--- config.mk ---
export PLATFORM = sky130hd
export DESIGN_NAME = digit_scan_ctrl_flat
export DESIGN_NICKNAME = d
export VERILOG_FILES = /design/src/rtl/digit_scan_pkg.sv /design/src/rtl/digit_scan_ctrl_if.sv /design/src/rtl/digit_scan_prescaler.sv /design/src/rtl/digit_scan_ctrl.sv /design/src/flat_wrapper.sv
export SDC_FILE = /design/constraint.sdc
export NUM_CORES = 1
export LEC_CHECK = 0
export CAP_MARGIN = 20
export CORE_ASPECT_RATIO = 0.75
export CORE_MARGIN = 1.5
export CORE_UTILIZATION = 51
export CTS_CLUSTER_SIZE = 16
export DETAILED_ROUTE_END_ITERATION = 6
export PLACE_DENSITY_LB_ADDON = 0.2
export SLEW_MARGIN = 20
export SYNTH_ARGS = -nofsm -noshare
export SYNTH_HDL_FRONTEND = slang
export SYNTH_SLANG_ARGS = --single-unit
export TNS_END_PERCENT = 30
--- constraint.sdc ---
create_clock -name clk -period 2.2 [get_ports clk]
set_clock_uncertainty 0.05 [all_clocks]
set_input_delay 0.22 -clock clk [delete_from_list [all_inputs] [get_ports clk]]
set_output_delay 0.22 -clock clk [all_outputs]
set_load 0.02 [all_outputs]
--- src/rtl/digit_scan_pkg.sv ---
`default_nettype none
// digit_scan_pkg -- shared types and constants for the digit scan controller.  rev 1.0
package digit_scan_pkg;

   localparam int NUM_DIGITS = 4;
   localparam int IDX_W      = 2;

   typedef enum logic [1:0] {
      IDLE  = 2'd0,
      SCAN  = 2'd1,
      BLANK = 2'd2
   } scan_state_e;

endpackage
`default_nettype wire

--- src/rtl/digit_scan_ctrl_if.sv ---
`default_nettype none
// digit_scan_ctrl_if -- scan enable, shadow-buffer write handshake and decoder-side outputs.  rev 1.0
interface digit_scan_ctrl_if #(
   parameter int DIGIT_W = 4
);
   import digit_scan_pkg::*;

   logic                          en;
   logic                          wr_valid;
   logic                          wr_ready;
   logic [NUM_DIGITS*DIGIT_W-1:0] wr_data;
   logic                          sel_i0;
   logic                          sel_i1;
   logic [DIGIT_W-1:0]            digit_out;
   logic                          blank;
   logic                          tick;
   logic                          frame_done;

   modport master (
      output en, wr_valid, wr_data,
      input  wr_ready, sel_i0, sel_i1, digit_out, blank, tick, frame_done
   );

   modport slave (
      input  en, wr_valid, wr_data,
      output wr_ready, sel_i0, sel_i1, digit_out, blank, tick, frame_done
   );

endinterface
`default_nettype wire

--- src/rtl/digit_scan_prescaler.sv ---
`default_nettype none
// digit_scan_prescaler -- dwell counter, pulses tick_o on the last cycle of each digit dwell.  rev 1.0
module digit_scan_prescaler #(
   parameter int PRESCALE_DIV = 50000,
   parameter int PRESCALE_W   = 16
) (
   input  wire logic clk,
   input  wire logic rst,
   input  wire logic clr_i,
   input  wire logic run_i,
   output logic      tick_o
);

   localparam logic [PRESCALE_W-1:0] c_last = PRESCALE_W'(PRESCALE_DIV - 1);

   logic [PRESCALE_W-1:0] pcnt_q;
   logic [PRESCALE_W-1:0] pcnt_d;

   assign tick_o = run_i && !clr_i && (pcnt_q == c_last);

   always_comb begin
      pcnt_d = pcnt_q;
      if (clr_i || tick_o) begin
         pcnt_d = '0;
      end else if (run_i) begin
         pcnt_d = pcnt_q + 1'b1;
      end
   end

   always_ff @(posedge clk or posedge rst) begin
      if (rst) begin
         pcnt_q <= '0;
      end else begin
         pcnt_q <= pcnt_d;
      end
   end

endmodule
`default_nettype wire

--- src/rtl/digit_scan_ctrl.sv ---
`default_nettype none
// digit_scan_ctrl -- 4-digit scan controller with frame-synchronous shadow buffer.  rev 1.0
// Define SCAN_BLANK_EN to insert BLANK_CYC blanking cycles after every digit dwell.
module digit_scan_ctrl
   import digit_scan_pkg::*;
#(
   parameter int DIGIT_W      = 4,
   parameter int PRESCALE_DIV = 50000,
   parameter int PRESCALE_W   = 16,
   parameter int BLANK_CYC    = 4
) (
   input  wire logic        clk,
   input  wire logic        rst,
   digit_scan_ctrl_if.slave bus
);

   typedef logic [NUM_DIGITS-1:0][DIGIT_W-1:0] digits_t;

   scan_state_e      state_q, state_d;
   logic [IDX_W-1:0] idx_q, idx_d;
   digits_t          active_q, active_d;
   digits_t          pending_q, pending_d;
   logic             pend_vld_q, pend_vld_d;

   logic w_run;
   logic w_tick;
   logic w_adv;
   logic w_wrap;
   logic w_commit;

   assign w_run = bus.en && (state_q == SCAN);

   digit_scan_prescaler #(
      .PRESCALE_DIV (PRESCALE_DIV),
      .PRESCALE_W   (PRESCALE_W)
   ) u_prescaler (
      .clk    (clk),
      .rst    (rst),
      .clr_i  (!w_run),
      .run_i  (w_run),
      .tick_o (w_tick)
   );

`ifdef SCAN_BLANK_EN
   localparam int BC_W = (BLANK_CYC > 1) ? $clog2(BLANK_CYC) : 1;

   logic [BC_W-1:0] bcnt_q, bcnt_d;

   // The index only advances once the blanking gap has elapsed.
   assign w_adv = bus.en && (state_q == BLANK) && (bcnt_q == BC_W'(BLANK_CYC - 1));
`else
   localparam int c_unused_blank_cyc = BLANK_CYC;

   assign w_adv = w_tick;
`endif

   assign w_wrap   = w_adv && (idx_q == IDX_W'(NUM_DIGITS - 1));
   assign w_commit = pend_vld_q && (w_wrap || (state_q == IDLE));

   always_comb begin
      state_d    = state_q;
      idx_d      = idx_q;
      active_d   = active_q;
      pending_d  = pending_q;
      pend_vld_d = pend_vld_q;
`ifdef SCAN_BLANK_EN
      bcnt_d     = '0;
`endif

      unique case (state_q)
         IDLE: begin
            if (bus.en) state_d = SCAN;
         end
         SCAN: begin
            if (w_tick) begin
`ifdef SCAN_BLANK_EN
               state_d = BLANK;
`else
               idx_d = idx_q + 1'b1;
`endif
            end
         end
`ifdef SCAN_BLANK_EN
         BLANK: begin
            bcnt_d = bcnt_q + 1'b1;
            if (w_adv) begin
               idx_d   = idx_q + 1'b1;
               state_d = SCAN;
               bcnt_d  = '0;
            end
         end
`endif
         default: state_d = IDLE;
      endcase

      if (bus.wr_valid && !pend_vld_q) begin
         pending_d  = bus.wr_data;
         pend_vld_d = 1'b1;
      end

      // Accept needs !pend_vld_q and commit needs pend_vld_q, so they never collide.
      if (w_commit) begin
         active_d   = pending_q;
         pend_vld_d = 1'b0;
      end

      if (!bus.en) begin
         state_d = IDLE;
         idx_d   = '0;
      end
   end

   always_ff @(posedge clk or posedge rst) begin
      if (rst) begin
         state_q    <= IDLE;
         idx_q      <= '0;
         active_q   <= '0;
         pending_q  <= '0;
         pend_vld_q <= 1'b0;
`ifdef SCAN_BLANK_EN
         bcnt_q     <= '0;
`endif
      end else begin
         state_q    <= state_d;
         idx_q      <= idx_d;
         active_q   <= active_d;
         pending_q  <= pending_d;
         pend_vld_q <= pend_vld_d;
`ifdef SCAN_BLANK_EN
         bcnt_q     <= bcnt_d;
`endif
      end
   end

   assign bus.sel_i0     = idx_q[0];
   assign bus.sel_i1     = idx_q[1];
   assign bus.digit_out  = active_q[idx_q];
   assign bus.blank      = (state_q != SCAN);
   assign bus.tick       = w_tick;
   assign bus.frame_done = w_wrap;
   assign bus.wr_ready   = !pend_vld_q;

endmodule
`default_nettype wire

--- src/flat_wrapper.sv ---
// flat-port wrapper written by rule: the top's interface ports become plain ports
module digit_scan_ctrl_flat import digit_scan_pkg::*;
#(
   parameter int DIGIT_W      = 4,
   parameter int PRESCALE_DIV = 50000,
   parameter int PRESCALE_W   = 16,
   parameter int BLANK_CYC    = 4
)
  (clk, rst, bus_en, bus_wr_valid, bus_wr_data, bus_wr_ready, bus_sel_i0, bus_sel_i1, bus_digit_out, bus_blank, bus_tick, bus_frame_done);
  digit_scan_ctrl_if #(.DIGIT_W(DIGIT_W)) bus_i ();
  input  wire logic clk;
  input  wire logic rst;
  input wire logic [$bits(bus_i.en)-1:0] bus_en;
  input wire logic [$bits(bus_i.wr_valid)-1:0] bus_wr_valid;
  input wire logic [$bits(bus_i.wr_data)-1:0] bus_wr_data;
  output wire logic [$bits(bus_i.wr_ready)-1:0] bus_wr_ready;
  output wire logic [$bits(bus_i.sel_i0)-1:0] bus_sel_i0;
  output wire logic [$bits(bus_i.sel_i1)-1:0] bus_sel_i1;
  output wire logic [$bits(bus_i.digit_out)-1:0] bus_digit_out;
  output wire logic [$bits(bus_i.blank)-1:0] bus_blank;
  output wire logic [$bits(bus_i.tick)-1:0] bus_tick;
  output wire logic [$bits(bus_i.frame_done)-1:0] bus_frame_done;
  assign bus_i.en = bus_en;
  assign bus_i.wr_valid = bus_wr_valid;
  assign bus_i.wr_data = bus_wr_data;
  assign bus_wr_ready = bus_i.wr_ready;
  assign bus_sel_i0 = bus_i.sel_i0;
  assign bus_sel_i1 = bus_i.sel_i1;
  assign bus_digit_out = bus_i.digit_out;
  assign bus_blank = bus_i.blank;
  assign bus_tick = bus_i.tick;
  assign bus_frame_done = bus_i.frame_done;
  digit_scan_ctrl #(.DIGIT_W(DIGIT_W), .PRESCALE_DIV(PRESCALE_DIV), .PRESCALE_W(PRESCALE_W), .BLANK_CYC(BLANK_CYC)) u_core (.clk(clk), .rst(rst), .bus(bus_i));
endmodule
==> run_results.csv <==
group,metric,value,unit
run_status,status,"finished clean",
global_routing,grt_overflow,0,
critical_path,crit_arrival,1840,ps
floorplanning,rows,21,
power_and_ir_drop,switching_share,25.3,%
synth,yosysMostFrequentCell,"dfrtp_1",
sta,rsz0062_at_grt,"true",
synth,yosys.area.top_type_share,53.9,%
global_routing,antenna_found_initial,0,
cells_and_area,fillers,341,
clocking,post-cts-setup-buffer-count,0,
run,drv_cap,0,
clocking,tritoncts,"done",
placed_design,dp_hpwl,3.03,mm
synth,synth.net_count,202,
cells_and_area,multi_input_area,1030,um^2
synth,ys_ff_latch,52,
floorplanning,die-area,5160,um^2
floorplanning,core,4490,um^2
power_and_ir_drop,comb_power_share,22.0,%
detailed_routing,vias,1489,
synth,yosys-top-cells-count,"52 x dfrtp_1, 22 x mux2_2, 17 x nor2_1",
power_and_ir_drop,powerDensity,810,nW/um^2
clocking,cts.clk_slew.worst_paths,80,ps
synth,syn-mean-instance-area,13.4,um^2
critical_path,cp_max_fo,5,
power_and_ir_drop,finalPower,2.33,mW
power_and_ir_drop,ir_drop,0.000528,V
detailed_routing,ant_nets,0,
power_and_ir_drop,seqPwrFrac,54.2,%
sta,slew_violations,0,
clocking,cts_max_path_buffers,2,
clocking,cts_root_buf,"clkbuf_8",
sta,hold-worst-slack,243,ps
detailed_routing,dr.pass1.iters,6,
global_routing,grt_usage,18.9,%
power_and_ir_drop,leakagePower,1.22,nW
power_and_ir_drop,switchingPower,0.590,mW
global_routing,grt_pass1_wl,7.25,mm
cells_and_area,drive_gt1_share,28.2,%
clocking,clk_latency,310,ps
detailed_routing,avgRoutedWirePerCell,15.6,um
global_routing,grt_pass1_vias,1492,
detailed_routing,dr.first_iter.drc_count,87,
cells_and_area,antenna_cells,0,
floorplanning,die_h,62.6,um
cells_and_area,seqCellArea,1300,um^2
power_and_ir_drop,intPower,1.74,mW
floorplanning,die_w,82.4,um
sta,max_freq,475,MHz
power_and_ir_drop,p_clk_share,23.8,%
detailed_routing,wirelength,4.25,mm
placed_design,routabilityCongestion,0.845,
critical_path,endpoint_kind,"primary output",
worst_hold_path,hp-class,"in -> async",
clocking,h-tree-depth,2,
synth,synth_edf_count,0,
clocking,cts_made_buffers,5,
synth,yosysTopAreaCell,"dfrtp_1",
synth,ys_types,35,
critical_path,crit_type,"reg -> out",
sta,tightest_slew,587,ps
synth,netlist_area,2410,um^2
synth,synth-async-reset-ratio,100,%
sta,period_needed,2110,ps
sta,relSlewSlack,60.8,%
cells_and_area,fin_util,64.1,%
sta,period_share,95.8,%
synth,seq_area_frac_synth,53.9,%
synth,synthTopCellsByArea,"dfrtp_1 54%, mux2_2 10%, mux2_4 6.2%",
critical_path,crit_path_start_kind,"register",
detailed_routing,post-route-drc-count,0,
critical_path,crit_required,1930,ps
clocking,clock-sinks,52,
sta,finalSetupViolations,0,
synth,synth-main-ff-cell,"dfrtp_1",
detailed_routing,via_per_inst,5.45,
synth,synth_cells,180,
placed_design,port_buffers,29,
sta,tns,0,ps
synth,synth_warnings,0,
global_routing,grt_max_degree,28,
floorplanning,io_pins,30,
sta,hold_violations,0,
cells_and_area,area_growth,19.4,%
floorplanning,initial_core_util,53.7,%
cells_and_area,nNetsFinal,237,
## worst max-delay path: stages (launching register included)
cell,delay (ps)
dfrtp_1,420
ha_1,230
and3_2,260
nand4_4,140
nor2_1,170
clkdlybuf4s15_1,320
## worst paths after layout
check | endpoint | from | slack (ps) | depth (start not counted)
min in group clk | u_core.active_q[13]$_DFFE_PP0P_ | u_core.pending_q[13]$_DFFE_PP0P_ | 460 | 1
worst max-delay path | bus_tick | u_core.u_prescaler.pcnt_q[0]$_DFFE_PP0P_ | 90 | 5
worst min-delay path | u_core.pending_q[10]$_DFFE_PP0P_ | rst | 240 | 2
max in group asynchronous | u_core.idx_q[0]$_DFFE_PP0P_ | rst | 1320 | 3
worst max register to register | u_core.u_prescaler.pcnt_q[15]$_DFFE_PP0P_ | u_core.u_prescaler.pcnt_q[0]$_DFFE_PP0P_ | 270 | 5
worst min register to register | u_core.active_q[13]$_DFFE_PP0P_ | u_core.pending_q[13]$_DFFE_PP0P_ | 460 | 1
## routing by layer
layer	routed length (um)	vias to the layer above	global-route usage, %	share of wire [%]
li1	-	704	-	-
met1	1990	731	26.7	47
met2	1980	47	28.2	47
met3	236	7	6.42	5.5
met4	46	0	4.45	1.1
met5	0	-	0	0
## cells by family (layout without fill, tap and decap cells)
kind of cell | count (synthesis) | count (layout) | synth area share [%]
xor+xnor | 13 | 13 | 4.72
flops | 52 | 52 | 53.9
fa+ha+maj | 2 | 2 | 1.04
simple gates | 58 | 58 | 14.1
compound gates | 4 | 4 | 1.71
buf+inv | 13 | 49 | 3.42
mux | 38 | 38 | 21.1
## cells in the final DEF (no fill, tap or decap), types with 2 or more instances in the layout
| cell | count |
|---|---|
| nor4_1 | 2 |
| dlygate4sd2_1 | 2 |
| buf_12 | 2 |
| mux2i_1 | 2 |
| mux2_2 | 22 |
| ha_1 | 2 |
| nor3_1 | 3 |
| clkbuf_8 | 6 |
| nor2_1 | 17 |
| nand4_1 | 6 |
| nand3_1 | 9 |
| buf_4 | 5 |
| mux2_4 | 10 |
| nand2_1 | 9 |
| clkdlybuf4s50_1 | 23 |
| mux4_2 | 4 |
| xor2_1 | 6 |
| inv_1 | 4 |
| dfrtp_1 | 51 |
| xnor2_1 | 7 |
| dlymetal6s2s_1 | 2 |
## state kept, by name, indices dropped and copies added (netlist names)
signal and count:
u_core.state_q 1, u_core.u_prescaler.pcnt_q 16, u_core.pend_vld_q 1, u_core.active_q 16, u_core.idx_q 2, u_core.pending_q 16
## timing repair
item / in CTS / in global routing
resized for setup: 5 / 6
hold buffers: 0 / 0
endpoints found under the setup margin: 6 / 4
## power by group through the flow
stage / logic, mW / registers, mW / clock network (mW)
finish: 0.514 / 1.26 / 0.555
detailed placement: 0.535 / 1.28 / 0
CTS: 0.526 / 1.27 / 0.575
floorplan: 0.390 / 1.24 / 0
global route: 0.558 / 1.29 / 0.615
global placement: 0.518 / 1.27 / 0
## metrics by stage
stage | cell area, um^2 | std cells | worst slack [ps]
after floorplan | 2410 | 180 | 360
after global placement | 2790 | 265 | 143
after detailed placement | 2790 | 265 | 94.2
after CTS | 2880 | 273 | 14.9
after global routing | 2880 | 273 | -24.3
final | 2880 | 273 | 93.4
## final cells by class
cell class / count / area share (%)
clock buffer: 7 / 3.00
clock inverter: 1 / 0.261
timing repair buffer: 36 / 12.7
multi-input combinational: 115 / 35.7
sequential: 52 / 45.2
inverter: 5 / 0.652
tap: 57 / 2.48
Note: power is estimated with default switching activity, not from simulation.
